### config.mk
export PLATFORM = sky130hd
export DESIGN_NAME = imm_decode_pipe
export DESIGN_NICKNAME = d
export VERILOG_FILES = /design/src/rtl/imm_decode_pipe_pkg.sv /design/src/rtl/imm_decode_pipe_extract.sv /design/src/rtl/imm_decode_pipe.sv
export SDC_FILE = /design/constraint.sdc
export NUM_CORES = 1
export LEC_CHECK = 0
export BUFFER_PORTS_ARGS = -buffer_cell sky130_fd_sc_hd__buf_2
export CAP_MARGIN = 20
export CORE_ASPECT_RATIO = 0.5
export CORE_UTILIZATION = 35
export DETAILED_ROUTE_END_ITERATION = 10
export RECOVER_POWER = 100
export SKIP_CTS_REPAIR_TIMING = 1
export SYNTH_ARGS = -nofsm -noshare
export SYNTH_HDL_FRONTEND = slang
export SYNTH_SLANG_ARGS = --single-unit
### constraint.sdc
create_clock -name clk -period 4.89 [get_ports clk]
set_clock_uncertainty 0.1 [all_clocks]
set_input_delay 0.2445 -clock clk [delete_from_list [all_inputs] [get_ports clk]]
set_output_delay 0.2445 -clock clk [all_outputs]
set_load 0.05 [all_outputs]
### src/rtl/imm_decode_pipe_pkg.sv
// ============================================================================
// Package : opcode_type
// Desc    : RV32I/RV64I opcode, funct7 and immediate-format definitions.
// Rev     : 1.0
// ============================================================================
`default_nettype none

package opcode_type;

  localparam logic [6:0] OP_LUI    = 7'b0110111;
  localparam logic [6:0] OP_AUIPC  = 7'b0010111;
  localparam logic [6:0] OP_JAL    = 7'b1101111;
  localparam logic [6:0] OP_JALR   = 7'b1100111;
  localparam logic [6:0] OP_BRANCH = 7'b1100011;
  localparam logic [6:0] OP_LOAD   = 7'b0000011;
  localparam logic [6:0] OP_STORE  = 7'b0100011;
  localparam logic [6:0] OP_IMM    = 7'b0010011;
  localparam logic [6:0] OP_IMM_32 = 7'b0011011;
  localparam logic [6:0] OP_REG    = 7'b0110011;
  localparam logic [6:0] OP_32     = 7'b0111011;
  localparam logic [6:0] SYSTEM    = 7'b1110011;
  localparam logic [6:0] MISC_MEM  = 7'b0001111;

  localparam logic [6:0] FUNCT7_SRLI = 7'b0000000;
  localparam logic [6:0] FUNCT7_SRAI = 7'b0100000;

  typedef enum logic [2:0] {
    FMT_NONE  = 3'd0,
    FMT_I     = 3'd1,
    FMT_S     = 3'd2,
    FMT_B     = 3'd3,
    FMT_U     = 3'd4,
    FMT_J     = 3'd5,
    FMT_SHAMT = 3'd6,
    FMT_ZIMM  = 3'd7
  } imm_fmt_e;

  // Upper funct bits above the shamt must select SLLI/SRLI (zero) or SRAI.
  function automatic logic shift_funct_ok(input logic [5:0] hi, input logic [2:0] funct3);
    logic [6:0] srli;
    logic [6:0] srai;
    srli = FUNCT7_SRLI;
    srai = FUNCT7_SRAI;
    return (hi == srli[6:1]) || ((hi == srai[6:1]) && (funct3 == 3'b101));
  endfunction

endpackage

`default_nettype wire

### src/rtl/imm_decode_pipe_extract.sv
// ============================================================================
// Module : imm_extract
// Desc   : Combinational immediate / format / illegal decode for RV32I or RV64I.
// Rev    : 1.0
// ============================================================================
`default_nettype none

module imm_extract
  import opcode_type::*;
#(
  parameter int XLEN = 32
) (
  input  logic [31:0]     instr,
  output logic [XLEN-1:0] imm,
  output imm_fmt_e        fmt,
  output logic            illegal
);

  logic [6:0]  opcode;
  logic [2:0]  funct3;
  logic [31:0] imm_i32;
  logic [31:0] imm_s32;
  logic [31:0] imm_b32;
  logic [31:0] imm_u32;
  logic [31:0] imm_j32;
  logic        is_shift;

  assign opcode   = instr[6:0];
  assign funct3   = instr[14:12];
  assign is_shift = (funct3 == 3'b001) || (funct3 == 3'b101);

  assign imm_i32 = {{20{instr[31]}}, instr[31:20]};
  assign imm_s32 = {{20{instr[31]}}, instr[31:25], instr[11:7]};
  assign imm_b32 = {{19{instr[31]}}, instr[31], instr[7], instr[30:25], instr[11:8], 1'b0};
  assign imm_u32 = {instr[31:12], 12'h000};
  assign imm_j32 = {{11{instr[31]}}, instr[31], instr[19:12], instr[20], instr[30:21], 1'b0};

  always_comb begin
    imm     = '0;
    fmt     = FMT_NONE;
    illegal = 1'b0;
    case (opcode)
      OP_LUI, OP_AUIPC: begin
        imm = XLEN'($signed(imm_u32));
        fmt = FMT_U;
      end
      OP_JAL: begin
        imm = XLEN'($signed(imm_j32));
        fmt = FMT_J;
      end
      OP_JALR, OP_LOAD, MISC_MEM: begin
        imm = XLEN'($signed(imm_i32));
        fmt = FMT_I;
      end
      OP_STORE: begin
        imm = XLEN'($signed(imm_s32));
        fmt = FMT_S;
      end
      OP_BRANCH: begin
        imm = XLEN'($signed(imm_b32));
        fmt = FMT_B;
      end
      OP_IMM: begin
        if (is_shift) begin
          fmt = FMT_SHAMT;
          if (XLEN == 64) begin
            imm     = XLEN'(instr[25:20]);
            illegal = !shift_funct_ok(instr[31:26], funct3);
          end else begin
            imm     = XLEN'(instr[24:20]);
            illegal = instr[25] || !shift_funct_ok(instr[31:26], funct3);
          end
        end else begin
          imm = XLEN'($signed(imm_i32));
          fmt = FMT_I;
        end
      end
      OP_IMM_32: begin
        if (XLEN != 64) begin
          illegal = 1'b1;
        end else if (funct3 == 3'b000) begin
          imm = XLEN'($signed(imm_i32));
          fmt = FMT_I;
        end else if (is_shift) begin
          // Word shifts only have a 5-bit shamt; bit 25 set is a reserved encoding.
          imm     = XLEN'(instr[24:20]);
          fmt     = FMT_SHAMT;
          illegal = instr[25] || !shift_funct_ok(instr[31:26], funct3);
        end else begin
          illegal = 1'b1;
        end
      end
      OP_REG: begin
        illegal = 1'b0;
      end
      OP_32: begin
        illegal = (XLEN != 64);
      end
      SYSTEM: begin
        if (funct3[2]) begin
          imm = XLEN'(instr[19:15]);
          fmt = FMT_ZIMM;
        end else begin
          imm = XLEN'($signed(imm_i32));
          fmt = FMT_I;
        end
      end
      default: begin
        illegal = 1'b1;
      end
    endcase
  end

endmodule

`default_nettype wire

### src/rtl/imm_decode_pipe.sv
// ============================================================================
// Module : imm_decode_pipe
// Desc   : Registered immediate decoder with valid/ready handshake and skid buffer.
// Rev    : 1.0
// ============================================================================
`default_nettype none

module imm_decode_pipe
  import opcode_type::*;
#(
  parameter int XLEN  = 32,
  parameter int DEPTH = 2
) (
  input  logic            clk,
  input  logic            rst_n,
  input  logic            flush,
  input  logic            in_valid,
  output logic            in_ready,
  input  logic [31:0]     in_instr,
  input  logic [XLEN-1:0] in_pc,
  output logic            out_valid,
  input  logic            out_ready,
  output logic [31:0]     out_instr,
  output logic [XLEN-1:0] out_pc,
  output logic [XLEN-1:0] out_imm,
  output imm_fmt_e        out_fmt,
  output logic            out_illegal
);

  typedef struct packed {
    logic [31:0]     instr;
    logic [XLEN-1:0] pc;
    logic [XLEN-1:0] imm;
    imm_fmt_e        fmt;
    logic            illegal;
  } entry_t;

  entry_t          buf_q [2];
  entry_t          buf_d [2];
  logic [1:0]      count_q;
  logic [1:0]      count_d;
  entry_t          new_entry;
  logic [XLEN-1:0] dec_imm;
  imm_fmt_e        dec_fmt;
  logic            dec_illegal;
  logic            push;
  logic            pop;

  imm_extract #(
    .XLEN (XLEN)
  ) u_imm_extract (
    .instr   (in_instr),
    .imm     (dec_imm),
    .fmt     (dec_fmt),
    .illegal (dec_illegal)
  );

  assign new_entry = '{instr: in_instr, pc: in_pc, imm: dec_imm, fmt: dec_fmt, illegal: dec_illegal};

  generate
    if (DEPTH == 1) begin : g_ready_reg
      assign in_ready = out_ready || !out_valid;
    end else begin : g_ready_skid
      // Depends only on occupancy, which breaks the out_ready -> in_ready path.
      assign in_ready = (count_q < 2'(DEPTH));
    end
  endgenerate

  assign out_valid = (count_q != 2'd0);
  assign push      = in_valid && in_ready && !flush;
  assign pop       = out_valid && out_ready && !flush;

  always_comb begin
    buf_d   = buf_q;
    count_d = count_q;
    if (flush) begin
      count_d = 2'd0;
    end else begin
      case ({push, pop})
        2'b10: begin
          if (count_q == 2'd0) buf_d[0] = new_entry;
          else                 buf_d[1] = new_entry;
          count_d = count_q + 2'd1;
        end
        2'b01: begin
          buf_d[0] = buf_q[1];
          count_d  = count_q - 2'd1;
        end
        2'b11: begin
          if (count_q == 2'd1) begin
            buf_d[0] = new_entry;
          end else begin
            buf_d[0] = buf_q[1];
            buf_d[1] = new_entry;
          end
        end
        default: begin
          count_d = count_q;
        end
      endcase
    end
  end

  always_ff @(posedge clk) begin
    if (!rst_n) begin
      count_q  <= 2'd0;
      buf_q[0] <= '0;
      buf_q[1] <= '0;
    end else begin
      count_q  <= count_d;
      buf_q[0] <= buf_d[0];
      buf_q[1] <= buf_d[1];
    end
  end

  assign out_instr   = buf_q[0].instr;
  assign out_pc      = buf_q[0].pc;
  assign out_imm     = buf_q[0].imm;
  assign out_fmt     = buf_q[0].fmt;
  assign out_illegal = buf_q[0].illegal;

endmodule

`default_nettype wire

Yosys cells after proc, flatten, opt, wreduce, memory -nomap -nowiden --
Index checks and enable logic that the tools add are counted.
Storage, ports and cells: register bits 202, latch bits 0, memory bits (writable) 0, memory bits (read-only) 0, input port bits 69, output and inout port bits 102, logic and storage cells 74, memories kept 0
Operators by class: $add $sub $neg 2, $mul 0, divide/modulo/power cells 0, order comparisons 1, equal/unequal tests 21, shifts and indexed selects 0, mux-type cells 15, bitwise operators 2, reduce and logical (&&, ||, !) cells 22
Operator list (number):
- 2-to-1 mux 100 bit | 4
- case mux 100 bit (3 select lines) | 1
- case mux 32 bit (7 select lines) | 1
- case mux 100 bit (2 select lines) | 1
- 2-to-1 mux 32 bit | 2
- == test 7 bit (second input constant) | 4
- == test 7 x 6 -> 1 bit (second input constant) | 3
- case mux 3 bit (7 select lines) | 1
- == test 7 x 5 -> 1 bit (second input constant) | 2
- OR reduction 10 bit | 1
- == test 7 x 2 -> 1 bit (second input constant) | 1
- == test 7 x 4 -> 1 bit (second input constant) | 1
- == test 6 x 5 -> 1 bit (second input constant) | 1
- zero test 6 bit | 1
- 2-to-1 mux 3 bit | 2
- != test 2 bit (second input constant) | 3
- nonzero test 2 bit | 3
- logical AND 1 bit | 5
- == test 2 x 1 -> 1 bit (second input constant) | 2
- == test 2 bit (second input constant) | 2
- case mux 2 bit (2 select lines) | 1
- AND reduction 4 bit | 1
- OR reduction 2 bit | 2
- == test 3 x 1 -> 1 bit (second input constant) | 1
- other kinds (13) | 17

Longest topological paths before layout --
Gate-level depths: netlist of the first run.
word-level depth 9, mapped depth 13, mapped depth without buffers 11

Hierarchy --
A second synthesis of the first run with hierarchy kept.
Second synthesis, totals: cell total of the unflattened synthesis 1052, area total of the unflattened synthesis 10181.0 sq um
By module, submodules not included:
- imm_decode_pipe | times used 1, cells each 907, area an instance 9280.2 sq um, sequential area each 4043.9 sq um
- imm_extract | times used 1, cells each 145, area an instance 900.9 sq um, sequential area each 0.0 sq um

Least setup slack after synthesis of the first run --
OpenSTA, ideal clock, no wires.
kind register to register, start register count_q[1], end register buf_q, in the netlist out_fmt[0], library setup time 0.116 ns, arrival time 2.795 ns, data required time 4.674 ns, setup slack 1.879 ns, cell stages (with the launch flop) 13, path buffers 2, period minus slack after synthesis 3.011 ns, cell sequence dfxtp_1 -> inv_1 -> ha_1 -> inv_1 -> nand3_1 -> ha_1 -> nor2b_1 -> or3_1 -> clkbuf_1 -> clkbuf_1 -> a21oi_1 -> o21ai_0 -> o211a_1
On the way: cells in the longest elaborated chain, start to end 6, elaborated cells between the ends (all ways) 16, classes of those cells order compare: 1; eq/ne: 5; mux: 2; reduce/logical: 8
RTL lines:
- from (decl) | RTL line imm_decode_pipe.sv:40 | logic [1:0] count_q;
- from (signal assigned) | RTL line imm_decode_pipe.sv:110 | count_q <= count_d;
- < comparator 2 bit (*) | RTL line imm_decode_pipe.sv:65 | assign in_ready = (count_q < 2'(DEPTH));
- net in_ready | RTL line imm_decode_pipe.sv:18 | output logic in_ready,
- logical AND 1 bit (*) (2 in a row) | RTL line imm_decode_pipe.sv:70 | assign push = in_valid && in_ready && !flush;
- == test 2 bit or == test 2 x 1 -> 1 bit (tied branches) | RTL line imm_decode_pipe.sv:79 | case ({push, pop})
- != test 2 bit (no source line) or nonzero test 3 bit (tied branches)
- AND reduction 3 bit (no source line)
- to (decl) | RTL line imm_decode_pipe.sv:38 | entry_t buf_q [2];
Mark *: on every way through the listed nets, which the timed path passes. The rest lies on a longest branch. A chain may end at the register's enable or synchronous reset.

Worst setup path after layout of the first run --
start register count_q[0], end register buf_q, in the netlist out_pc[0]
On the way: cells in the longest elaborated chain, start to end 6, elaborated cells between the ends (all ways) 16, classes of those cells order compare: 1; eq/ne: 5; mux: 2; reduce/logical: 8
RTL lines (RTL line):
- < comparator 2 bit or nonzero test 2 bit (tied branches) | imm_decode_pipe.sv:65, imm_decode_pipe.sv:69
- logical AND 1 bit (on tied branches) (2 in a row) | imm_decode_pipe.sv:70, imm_decode_pipe.sv:71
- == test 2 bit or == test 2 x 1 -> 1 bit (tied branches) | imm_decode_pipe.sv:79
- != test 2 bit (no source line) or nonzero test 3 bit (tied branches)
- AND reduction 3 bit (no source line)
Parallel ways exist; a longest one is shown, timed or not.

==> results of run 1 <==
-- cell families after synthesis --
logic type / Yosys count / synth area share (%)
xor gates and xnor gates: 2 / 0.190
adders and majority gates: 6 / 0.816
AOI/OAI and AO/OA: 377 / 26.6
and+or+nand+nor: 321 / 15.6
DFF: 202 / 44.0
buffers and inverters: 208 / 12.9
-- critical path: stages (launching register included) --
cell and delay (ns):
dfxtp_1 0.38, inv_1 0.06, ha_1 0.22, inv_1 0.08
nand3_1 0.13, inv_1 0.19, ha_1 0.25, nor2b_1 0.15
o21a_2 1.18, buf_4 0.51, a221oi_1 0.13, nor3_1 0.17
-- power by group --
group / internal, mW / leakage [nW] / switching [mW]
registers: 1.73 / 1.65 / 0.0431
clock network: 0.922 / 0.339 / 0.672
logic: 0.163 / 1.82 / 0.428
-- Yosys cell counts (2+ instances only) --
| cell type | n | area share, % |
|---|---|---|
| a211oi_1 | 5 | 0.41 |
| a21boi_0 | 5 | 0.41 |
| a21o_1 | 11 | 0.90 |
| a21oi_1 | 163 | 8.9 |
| a221oi_1 | 65 | 6.2 |
| a22o_1 | 4 | 0.38 |
| a31oi_1 | 10 | 0.68 |
| a32o_1 | 6 | 0.65 |
| a32oi_1 | 9 | 0.86 |
| and2_1 | 2 | 0.14 |
| and3_1 | 4 | 0.27 |
| and3b_1 | 2 | 0.19 |
| buf_1 | 7 | 0.29 |
| buf_2 | 14 | 0.76 |
| buf_4 | 100 | 8.2 |
| clkbuf_1 | 76 | 3.1 |
| dfxtp_1 | 202 | 44 |
| ha_1 | 6 | 0.82 |
| inv_1 | 8 | 0.33 |
| nand2_1 | 138 | 5.6 |
| nand2b_1 | 4 | 0.27 |
| nand3_1 | 6 | 0.33 |
| nand4bb_1 | 2 | 0.24 |
| nor2_1 | 75 | 3.1 |
| nor2b_1 | 3 | 0.20 |
| nor3_1 | 73 | 4.0 |
| o211a_1 | 3 | 0.33 |
| o211ai_1 | 9 | 0.73 |
| o21a_1 | 2 | 0.16 |
| o21ai_0 | 56 | 3.0 |
| o21ai_1 | 6 | 0.33 |
| o221ai_1 | 11 | 1.0 |
| or4_4 | 2 | 0.24 |
| xnor2_1 | 2 | 0.19 |
-- state kept, by name (all words and copies together), names as in the netlist --
name / flops
out_pc: 32
buf_q: 100
out_illegal: 1
out_imm: 32
count_q: 2
out_instr: 32
out_fmt: 3
-- layer usage --
metal | GRT usage, % | up-vias | wire length, um
met2 | 31.0 | 236 | 13000
met4 | 5.08 | 0 | 680
met3 | 3.59 | 48 | 1570
met5 | 0 | - | 0
met1 | 24.3 | 4086 | 11700
li1 | - | 4038 | -
-- final timing paths --
kind                     start        end  slack, ns  cells past startpoint
setup / recovery    count_q[0]  out_pc[0]       1.16                     11
hold / removal    in_instr[25]  buf_q[93]      -0.01                      3
setup reg to reg    count_q[0]  out_pc[0]       1.16                     11
hold reg to reg      buf_q[90]  buf_q[90]       0.35                      2
-- per-stage QoR --
step                hold slack [ns]  instance area [um^2]  setup WS (ns)  std cells
finish                      -0.0104                 10600           1.16       1535
global route                0.00214                 10600          0.792       1535
CTS                          -0.124                 10100           1.56       1476
detailed placement            0.346                  9440           1.59       1440
global placement              0.342                  9440           1.72       1440
floorplan                     0.270                  9200           1.88       1116
-- cell type report --
cell class	count	area, um^2
multi-input cells	706	4000
fillers	2569	14900
well taps	344	430
flip-flops and latches	202	4040
clock inverters	11	119
clock buffers	25	559
inverters	9	36.3
repair buffers	238	1410
==> results.json, run 1 <==
{
  "rsz0062_at_grt": "false",
  "grtUsageTotal_pct": 18.5,
  "ys_async_sr_fraction_pct": 0,
  "drt_iter0_drc": 718,
  "area_growth_pct": 15.2,
  "crit_arrival_ns": 4.04,
  "routed_wl_mm": 26.9,
  "cts_buffer_depth": 3,
  "num_antenna_cells": 0,
  "final_common_cell": "dfxtp_1",
  "yosysWarnings": 0,
  "root_buffer": "clkbuf_16",
  "layout_common_cells": "dfxtp_1, a21oi_1, nand2_1",
  "status": "finished, violations left",
  "vias_per_cell": 5.48,
  "die_area_um2": 27000,
  "cts_tree": "built",
  "peakVddDrop_v": 0.000209,
  "place.gp.congestion": 0.855,
  "grt_max_degree": 100,
  "fin_worst_hold_slack_ns": -0.0104,
  "grt_pass1_vias": 7396,
  "grt_antenna_before_repair": 0,
  "hold_viol": 3,
  "syn_nets": 1191,
  "cts_inserted_buffers": 20,
  "std_cell_rows": 41,
  "synth-edff-count": 0,
  "post_drt_wl_per_cell_um": 17.5,
  "routed-via-count": 8408,
  "violations": "negative hold slack, max-capacitance violations, max-slew violations",
  "drv_slew": 76,
  "critPathRequiredTime_ns": 5.20,
  "end_kind": "flip-flop",
  "grt_pass1_wl_mm": 40.5,
  "clk_latency_ns": 0.50,
  "ys_seq_area_share_pct": 44.0,
  "path_class": "reg2reg",
  "crit_fanout": 75,
  "grt_overflow": 0,
  "synth-seq-cells": 202,
  "setup_violations": 0,
  "drive_gt1_share_pct": 10.8,
  "cts.sinks": 202,
  "period_share_pct": 76.3,
  "detail-route-antenna-nets": 0,
  "syn_area_um2": 9200,
  "leakagePower_nw": 3.80,
  "synthDistinctLibCells": 59,
  "dp_hpwl_mm": 15.9,
  "ioPinCount": 171,
  "core_um2": 25500,
  "start_kind": "flip-flop",
  "drt-pass1-iter-count": 6,
  "max_freq_mhz": 268,
  "p_total_mw": 3.96,
  "fin_tns_setup_ns": 0,
  "htreeDepth": 1,
  "hold_path.class": "in2reg",
  "fin_crit_ns": 3.73,
  "clkTransAtPathRegs_ns": 0.07,
  "worstMarginPinSlew_ns": 1.64,
  "synth_flop_cell": "dfxtp_1",
  "dieWidth_um": 231,
  "final_core_util_pct": 41.6,
  "die_h_um": 117,
  "post-route-drc-count": 0,
  "max-slew-margin-rel_pct": -9.27,
  "powerDensity_nw_per_um2": 373,
  "synth_cells": 1116,
  "avgSynthCellArea_um2": 8.24,
  "fin_nets": 1252,
  "port_buffers": 170,
  "cap_viol_max_count": 1,
  "start_util_pct": 36.1
}
(Power assumes the default switching activity.)
==> run 2: changes to the inputs <==
clock period = 3.25 ns   (was 4.89 ns; I/O delays follow)
==> run 2 against run 1 <==
- the flow now finishes without violations
- die area is the same
- cell area grew 0.99%
- global-route usage up 0.55 points
- combinational power increased by 53%
- count of clock-buffer cells in the layout rose by 3
- sequential power grew 51%
- critical endpoint is now out_instr[21]
- largest power group unchanged
- critical path type unchanged
- non-clock buffer count is 17 higher
==> results.json, run 2 (synthesized netlist as in run 1, its figures left out) <==
{
  "status": "finished clean",
  "final_common_cell": "dfxtp_1",
  "path_class": "reg2reg",
  "grt_overflow": 0,
  "fin_crit_ns": 2.98,
  "hold_path.class": "in2reg",
  "post-route-drc-count": 0,
  "detail-route-antenna-nets": 0,
  "drv_slew": 0,
  "drt_iter0_drc": 703,
  "highest_layer": "met4",
  "core_um2": 25500,
  "layout_common_cells": "dfxtp_1, a21oi_1, nand2_1",
  "dieWidth_um": 231,
  "place.gp.congestion": 0.839,
  "vias_per_cell": 5.40,
  "start_util_pct": 36.1,
  "wl_met2_mm": 13.0,
  "r2r_cells": 10,
  "leakagePower_nw": 3.82,
  "powerDensity_nw_per_um2": 539,
  "max_freq_mhz": 335,
  "fin_tns_setup_ns": 0,
  "crit_chain": "inv_1 > ha_1 > inv_1 > nand3_1 > ha_1 > nor2b_1 > or3_4 > clkbuf_4 > a221oi_1 > nor3_1",
  "area_growth_pct": 16.4,
  "path_depth": 10,
  "cp_top_family": "simple AND/OR/NAND/NOR gates",
  "grtUsageTotal_pct": 19.0,
  "switching_share_pct": 29.0,
  "cp_num_buf_inv": 3,
  "ioPinCount": 171,
  "cpPeakStageDelay_ns": 0.50,
  "setup_violations": 0,
  "m1WireLength_mm": 12.3,
  "combPwrFrac_pct": 15.7,
  "htreeDepth": 1,
  "dr_wl_met3_mm": 1.43,
  "peakVddDrop_v": 0.000271,
  "start_kind": "flip-flop",
  "grt_pass1_vias": 7340,
  "cts_buffer_depth": 3,
  "slowest_stage": "or3_4",
  "die_h_um": 117,
  "hold_viol": 0,
  "worstMarginPinSlew_ns": 0.717,
  "top_register": "buf_q",
  "final_core_util_pct": 42.0,
  "cap_viol_max_count": 0,
  "rsz0062_at_grt": "false",
  "end_kind": "flip-flop",
  "clkTransAtPathRegs_ns": 0.07,
  "max-slew-margin-rel_pct": 52.0,
  "cts_tree": "built",
  "grt_antenna_before_repair": 0,
  "min_path_cells": 3,
  "port_buffers": 170,
  "routed_wl_mm": 27.5,
  "largest_reg_flops": 100,
  "power_frac_clock_pct": 38.0,
  "dp_hpwl_mm": 16.9,
  "root_buffer": "clkbuf_16",
  "cts.sinks": 202,
  "grt_pass1_wl_mm": 41.2,
  "num_antenna_cells": 0,
  "period_share_pct": 91.7,
  "clk_latency_ns": 0.50,
  "p_int_mw": 4.10,
  "power_frac_seq_pct": 46.2,
  "die_area_um2": 27000,
  "fillers": 2571,
  "drive_gt1_share_pct": 10.7,
  "std_cell_rows": 41,
  "grt_max_degree": 87,
  "switchingPower_mw": 1.67,
  "cts_inserted_buffers": 20,
  "routed-via-count": 8352,
  "critPathRequiredTime_ns": 3.52,
  "crit_arrival_ns": 3.25,
  "fin_nets": 1269,
  "post_drt_wl_per_cell_um": 17.8,
  "crit_fanout": 39,
  "drt-pass1-iter-count": 5
}
[run 2: cell types whose count changed in the layout (fill, tap and decap cells not counted), sizes merged]
cell / previous run / this run
buf: 79 / 86
bufinv: 2 / 0
clkbuf: 127 / 132
clkinv: 8 / 2
dlygate4sd3: 57 / 65
clkinvlp: 1 / 0
[run 2: layout make-up]
| class | count | area, um^2 | area share, % |
|---|---|---|---|
| inverters | 9 | 36.3 | 0.339 |
| clock inverters | 2 | 13.8 | 0.129 |
| flip-flops and latches | 202 | 4040 | 37.8 |
| repair buffers | 255 | 1580 | 14.8 |
| multi-input cells | 706 | 4010 | 37.5 |
| well taps | 344 | 430 | 4.02 |
| clock buffers | 28 | 582 | 5.44 |
[run 2: worst register-to-register path, delay by kind of cell, from the launching register on]
kind,cells,cell delay [ns]
simple gates,4,0.88
flops,1,0.38
compound gates,1,0.42
buf+inv,3,0.56
fa+ha+maj,2,0.51
[run 2: metrics by stage]
step                      hold slack [ns]  area [um^2]  setup slack, ns  total power, mW  cells
after global routing                0.122        10700           0.0451             6.01   1546
after global placement              0.316         9600            0.525             3.57   1451
after CTS                          -0.207        10200            0.311             5.78   1481
after floorplan                     0.188         9200            0.239             3.41   1116
final                               0.101        10700            0.269             5.77   1546
after detailed placement            0.323         9600            0.359             3.59   1451
[run 2: per-layer routing]
layer  GRT usage [%]  up-vias
met5               0        -
li1                -     4067
met2            30.9      234
met3            3.96       53
met4            5.43        0
met1            25.5     3998
[run 2: power by group through the flow]
stage	clock, mW	sequential [mW]	combinational (mW)
finish	2.19	2.67	0.906
global route	2.35	2.68	0.978
CTS	2.25	2.66	0.869
detailed placement	0	2.72	0.867
global placement	0	2.71	0.857
floorplan	0	2.70	0.708
[run 2: path summary, 6_finish.rpt]
check / slack, ns / end / from
hold / removal: 0.10 / buf_q[76] / rst_n
setup / recovery: 0.27 / out_instr[21] / count_q[0]
setup reg to reg: 0.27 / out_instr[21] / count_q[0]
hold reg to reg: 0.35 / buf_q[38] / buf_q[38]
